$ cat src/rtl/uart_tx_ctrl.sv
// UART transmit sequencer: frames one accepted word as start, data (LSB first),
// optional parity and stop bits, advancing exactly one bit per baud_pulse.
module uart_tx_ctrl #(
    parameter int DATA_BITS  = 8,
    parameter int PARITY_EN  = 0,
    parameter int PARITY_ODD = 0,
    parameter int STOP_BITS  = 1
) (
    input  logic                 clk,
    input  logic                 rst,
    input  logic                 baud_pulse,
    input  logic [DATA_BITS-1:0] tx_data,
    input  logic                 tx_valid,
    output logic                 tx_ready,
    output logic                 tx_line,
    output logic                 tx_busy,
    output logic                 frame_done
);
    localparam int               IDX_W     = (DATA_BITS > 1) ? $clog2(DATA_BITS) : 1;
    localparam logic [IDX_W-1:0] LAST_IDX  = IDX_W'(DATA_BITS - 1);
    localparam logic             LAST_STOP = (STOP_BITS == 2);
    localparam logic             PAR_EN    = (PARITY_EN != 0);
    localparam logic             PAR_INV   = (PARITY_ODD != 0);

    localparam logic [2:0] IDLE   = 3'd0;
    localparam logic [2:0] ARMED  = 3'd1;
    localparam logic [2:0] START  = 3'd2;
    localparam logic [2:0] DATA   = 3'd3;
    localparam logic [2:0] PARITY = 3'd4;
    localparam logic [2:0] STOP   = 3'd5;

    logic [2:0]           state;
    logic [IDX_W-1:0]     bit_idx;
    logic                 stop_cnt;
    logic [DATA_BITS-1:0] shift_reg;
    logic                 parity_bit;

    // Handshake: a word is accepted on any clk edge with tx_valid & tx_ready;
    // tx_ready is high only in IDLE, so a held tx_valid waits for the next IDLE.
    always_ff @(posedge clk) begin
        if (rst) begin
            state      <= IDLE;
            bit_idx    <= '0;
            stop_cnt   <= 1'b0;
            shift_reg  <= '0;
            parity_bit <= 1'b0;
            tx_ready   <= 1'b1;
            tx_line    <= 1'b1;
            tx_busy    <= 1'b0;
            frame_done <= 1'b0;
        end else begin
            frame_done <= 1'b0;
            case (state)
                IDLE: begin
                    // baud_pulse is ignored here; the start bit waits for the next tick
                    if (tx_valid && tx_ready) begin
                        shift_reg  <= tx_data;
                        parity_bit <= (^tx_data) ^ PAR_INV;
                        tx_ready   <= 1'b0;
                        tx_busy    <= 1'b1;
                        state      <= ARMED;
                    end
                end
                ARMED: begin
                    if (baud_pulse) begin
                        tx_line <= 1'b0;
                        state   <= START;
                    end
                end
                START: begin
                    if (baud_pulse) begin
                        tx_line   <= shift_reg[0];
                        shift_reg <= shift_reg >> 1;
                        bit_idx   <= '0;
                        state     <= DATA;
                    end
                end
                DATA: begin
                    if (baud_pulse) begin
                        if (bit_idx != LAST_IDX) begin
                            bit_idx   <= bit_idx + 1'b1;
                            tx_line   <= shift_reg[0];
                            shift_reg <= shift_reg >> 1;
                        end else if (PAR_EN) begin
                            tx_line <= parity_bit;
                            state   <= PARITY;
                        end else begin
                            tx_line  <= 1'b1;
                            stop_cnt <= 1'b0;
                            state    <= STOP;
                        end
                    end
                end
                PARITY: begin
                    if (baud_pulse) begin
                        tx_line  <= 1'b1;
                        stop_cnt <= 1'b0;
                        state    <= STOP;
                    end
                end
                STOP: begin
                    if (baud_pulse) begin
                        if (stop_cnt != LAST_STOP) begin
                            stop_cnt <= 1'b1;
                        end else begin
                            frame_done <= 1'b1;
                            tx_busy    <= 1'b0;
                            tx_ready   <= 1'b1;
                            state      <= IDLE;
                        end
                    end
                end
                default: begin
                    tx_line  <= 1'b1;
                    tx_ready <= 1'b1;
                    tx_busy  <= 1'b0;
                    state    <= IDLE;
                end
            endcase
        end
    end
endmodule

$ cat config.mk
export PLATFORM = sky130hd
export DESIGN_NAME = uart_tx_ctrl
export DESIGN_NICKNAME = d
export VERILOG_FILES = /design/src/rtl/uart_tx_ctrl.sv
export SDC_FILE = /design/constraint.sdc
export NUM_CORES = 1
export LEC_CHECK = 0
export ABC_AREA = 1
export ABC_CLOCK_PERIOD_IN_PS = 1900
export CORE_MARGIN = 4
export CORE_UTILIZATION = 52
export CTS_CLUSTER_SIZE = 10
export DETAILED_ROUTE_END_ITERATION = 8
export PLACE_DENSITY_LB_ADDON = 0.2
export SLEW_MARGIN = 20
export SYNTH_ARGS = -nofsm -noshare
export SYNTH_HDL_FRONTEND = slang
export SYNTH_SLANG_ARGS = --single-unit
$ cat constraint.sdc
create_clock -name clk -period 1.9 [get_ports clk]
set_clock_uncertainty 0.2 [all_clocks]
set_input_delay 0.38 -clock clk [delete_from_list [all_inputs] [get_ports clk]]
set_output_delay 0.38 -clock clk [all_outputs]
set_load 0.005 [all_outputs]
# Word level (Yosys, flattened, before mapping)

Index checks and enable logic that the tools add are counted.

Bits in registers: 19
Bits in latches: 0
RAM bits: 0
ROM bits: 0
Bits of input ports: 12
Output and inout port bits: 4
Logic and storage cells: 80
Memories kept: 0

$add $sub $neg: 1
Multiply operators: 0
Divide/modulo/power cells: 0
Magnitude comparators: 0
Equal/unequal tests: 15
Shift-type cells: 0
Multiplexer cells: 38
Bitwise operators: 4
Reductions and logical operators: 14

Operator list:

| kind                  | number |
|---|---|
| $mux W3               | 11 |
| $mux W8               | 4 |
| $pmux W8 S3           | 1 |
| $ne A2 B2 Y1 const B  | 9 |
| $pmux W3 S6           | 1 |
| $mux W1               | 16 |
| $reduce_and A5 Y1     | 3 |
| $pmux W1 S3           | 3 |
| $reduce_and A4 Y1     | 2 |
| $reduce_and A8 Y1     | 1 |
| $eq A3 B2 Y1 const B  | 2 |
| $eq A3 B3 Y1 const B  | 2 |
| $pmux W3 S2           | 1 |
| $reduce_bool A3 Y1    | 2 |
| $pmux W1 S5           | 1 |
| $not A1 Y1            | 4 |
| $reduce_or A4 Y1      | 1 |
| $add A3 B1 Y3 const B | 1 |
| $eq A3 B1 Y1 const B  | 1 |
| $logic_not A3 Y1      | 1 |
| $ne A3 B3 Y1 const B  | 1 |
| $reduce_or A3 Y1      | 1 |
| $reduce_bool A2 Y1    | 1 |
| $reduce_or A2 Y1      | 1 |
| $logic_and A1 B1 Y1   | 1 |

# Depth between registers and ports, before layout

Depth after elaboration: 4
Gate-level depth with buffers: 9
Depth with buffers taken out: 9

# Worst setup path before layout

Ideal clock, no wire load.

Path kind: register to register
Start: reg bit_idx[0]
End: reg bit_idx[0]
Setup time: 0.116 ns
Arrival time: 1.201 ns
Data required time: 1.584 ns
Setup slack: 0.384 ns
Stages on the path, launching flop included: 7
Buffers on the path: 0
Clock period less this slack: 1.516 ns
Cell sequence: dfxtp_1 > ha_1 > ha_1 > a211oi_2 > inv_1 > nor2_1 > nor2_1

Cells in the longest elaborated chain, start to end: 4
Elaborated cells on any way between the ends: 7
Classes of those cells: 1 x add/sub; 2 x eq/ne; 3 x mux; 1 x reduce/logical

Ends and longest elaborated chain:

| what                   | line | source |
|---|---|---|
| from (decl)            | 33   | `logic [IDX_W-1:0] bit_idx;` |
| from (signal assigned) | 81   | `bit_idx <= bit_idx + 1'b1;` |
| $add A3 B1 Y3          | 81   |  |
| $mux W3                | 80   | `if (bit_idx != LAST_IDX) begin` |
| $mux W3                | 79   | `if (baud_pulse) begin` |
| $pmux W3 S2            | 53   | `case (state)` |

Several ways; a longest one is shown, not always the timed one. The select of a mux whose other input is x is not followed.
A chain may end at the register's enable or synchronous reset.

# Worst setup path after layout

Start: reg tx_ready
End: out tx_ready

RTL lines:

| what                   | line | source |
|---|---|---|
| from (decl)            | 14   | `output logic tx_ready,` |
| from (signal assigned) | 47   | `tx_ready <= 1'b1;` |
| from (signal assigned) | 59   | `tx_ready <= 1'b0;` |
| from (signal assigned) | 108  | `tx_ready <= 1'b1;` |

No word-level cell between the ends.

==> results.py <==
metrics = {
    "timing": {
        "finalCriticalPeriod_ns": 1.760,
        "whs_ns": 0.2703,
        "worst_slew_pin_slew_ns": 0.4518,
        "finalSetupTns_ns": 0,
        "min_period_over_period_pct": 92.64,
        "setup_slack_ns": 0.1399,
        "fmax_ghz": 0.5681,
        "finalSetupViolations": 0,
        "timing.slew.headroom_pct": 69.84,
        "maxSlewViolCount": 0,
        "rsz0062_at_grt": "no",
        "hold_viol": 0,
    },
    "cells_and_area": {
        "syn2layout_area_growth_pct": 18.36,
        "largest_reg_flops": 8,
        "fin_nets": 187,
        "insertedDiodeCount": 0,
        "drive_above_1_share_pct": 10.53,
        "finalNonFillerCells": 196,
        "fillers": 178,
    },
    "worst_hold_path": {
        "holdPathStages": 2,
        "min_path_type": "flop to flop",
    },
    "power": {
        "clock_power_share_pct": 13.4,
        "pwr-share-seq_pct": 33.9,
        "p_sw_share_pct": 45.06,
        "ir_drop_v": 0.0009295,
        "power.density_nw_per_um2": 1416,
        "total_power_uw": 1760,
        "power.internal_uw": 966.7,
        "p_comb_share_pct": 52.7,
        "power.leakage_uw": 0.0006226,
        "switchingPower_uw": 792.8,
    },
    "placed_design": {
        "dp_worst_setup_slack_ns": -0.02165,
        "dpl.cell_count": 192,
        "port_buffers": 15,
        "hpwl_um": 1589,
        "routabilityCongestion": 0.9088,
    },
    "setup_path": {
        "cp-start-kind": "flop",
        "startpoint": "tx_ready",
        "critPathBufInv": 1,
        "crit_type": "flop to output port",
        "crit_path_max_fanout": 3,
        "endpoint": "tx_ready",
        "cp-end-kind": "output port",
        "crit_slowest_cell": "clkdlybuf4s50_1",
        "r2r-start": "state[2]",
        "slowest_delay_ns": 0.52,
        "cp.arrival_ns": 1.18,
        "crit_path_cell_trace": "clkdlybuf4s50_1",
        "path_depth": 1,
        "r2r-end": "shift_reg[7]",
        "r2r_slack_ns": 0.23,
        "reg2reg_depth": 6,
        "critical-path-top-delay-family": "buffers and inverters",
        "required_ns": 1.32,
    },
    "die": {
        "die_x_um": 52.93,
        "die_area_um2": 2802,
        "die_h_um": 52.93,
        "core_area_um2": 1821,
        "row_count": 15,
        "start_util_pct": 57.66,
        "ios": 16,
    },
    "cts": {
        "htree_levels": 1,
        "postCtsSetupBuffers": 0,
        "cts_sinks": 18,
        "numCtsBuffers": 3,
        "cts_tree": "yes",
        "cts_root_buf": "clkbuf_4",
        "clk_latency_ns": 0.29,
        "clkSlewWorstSetupHoldPaths_ns": 0.10,
        "cts_max_path_buffers": 2,
        "cts_hold_buf": 0,
        "post_cts_resized": 0,
    },
    "synth": {
        "yosysSeqAreaShare_pct": 34.33,
        "avgSynthCellArea_um2": 6.773,
        "synth_nets": 170,
        "synth_seq_cells": 18,
        "synth_top_cell_by_area": "dfxtp_1",
        "yosysTopAreaCellShare_pct": 34.33,
        "synth_cells": 155,
        "synth_cell_type_count": 24,
        "yosysWarnings": 0,
        "synthTopCellsByArea": "dfxtp_1, nand2_1, nor2_1, inv_1, o21ai_0",
        "syn_area_um2": 1050,
    },
    "grt": {
        "grt_pass1_wl_um": 3712,
        "first_global_vias": 879,
        "antenna_found_initial": 0,
        "grt_util_all_layers_pct": 17.86,
        "grt_max_degree": 19,
        "grt-ovfl-total": 0,
    },
    "detailed_routing": {
        "wl_per_cell_um": 10.55,
        "final_antenna_net_count": 0,
        "drc_errors": 0,
        "dr.first_iter.drc_count": 22,
        "vias": 983,
        "firstDrtPassIters": 4,
        "routed_wl_um": 2068,
        "viasPerCell": 5.015,
    },
    "run_status": {
        "status": "complete, no violations",
    },
    "run": {
        "max_cap_viol_count": 0,
    },
}
-- synthesized netlist by cell type, drive strengths merged --
master / n
nor2: 28
dfxtp: 18
nand4: 2
nor3: 3
o2111ai: 1
ha: 3
a21oi: 5
inv: 22
a211oi: 1
o21ai: 12
nand3: 12
nand2: 41
o211ai: 2
buf: 5
-- metrics by stage --
stage,instance area [um^2],utilization (%)
floorplan,1050,-
global placement,1206,66.25
detailed placement,1206,66.25
CTS,1242,68.25
global route,1242,68.25
finish,1242,68.25
-- final cells by class --
cell class | instances | area [um^2] | area share (%)
inverters | 22 | 85.08 | 6.848
clock buffers | 4 | 36.28 | 2.920
repair buffers | 17 | 165.2 | 13.29
multi-input cells | 110 | 564.3 | 45.42
flip-flops and latches | 18 | 360.3 | 29.00
well taps | 25 | 31.28 | 2.518
-- routing by layer --
layer  up-vias  share of wire, %  global-route usage (%)
met5         -                 0                       0
met4         0              0.39                   3.830
met3         2               7.6                   5.915
met2        38                46                   29.34
met1       423                46                   22.55
li1        520                 -                       -
-- logic make-up after synthesis --
group | Yosys count | share of synthesized area (%)
AND/OR/NAND/NOR | 86 | 37.54
buffers and inverters | 27 | 11.92
AO/OA/AOI/OAI | 21 | 12.63
flip-flops | 18 | 34.33
adder cells (fa/ha/maj) | 3 | 3.576
-- how the worst min path moves through the flow --
stage	startpoint	end	slack, ns
5_1_grt	tx_busy	tx_busy	0.29
6_report	tx_busy	tx_busy	0.27
4_1_cts	tx_busy	tx_busy	0.27
3_5_place_dp	tx_line	tx_line	0.25
2_1_floorplan	bit_idx[1]	bit_idx[1]	0.24
3_3_place_gp	tx_busy	tx_busy	0.25
-- power groups by stage --
stage / Sequential [uW] / Clock [uW] / Combinational (uW)
CTS: 598 / 241 / 932
finish: 597 / 236 / 927
global route: 614 / 259 / 1080
global placement: 599 / 0 / 895
detailed placement: 607 / 0 / 925
floorplan: 549 / 0 / 840
-- placed cells by master (no fill, tap or decap) --
cell             synthesis  layout
a21oi_1                  5       5
nand2_2                  3       3
nand3_1                 10      10
inv_4                    1       1
nor3_1                   3       3
o21ai_4                  1       1
nand3_4                  1       1
clkdlybuf4s50_1          0      15
nor2_1                  26      26
clkbuf_8                 0       1
nand4_1                  2       2
dfxtp_1                 18      18
buf_4                    2       2
inv_1                   20      20
nor2_4                   2       2
inv_2                    1       1
o211ai_1                 2       2
clkbuf_4                 0       3
o2111ai_1                1       1
o21ai_0                 11      11
a211oi_2                 1       1
ha_1                     3       3
nand2_1                 37      37
nand2_4                  1       1
nand3_2                  1       1
Note: power is estimated with default switching activity, not from simulation.
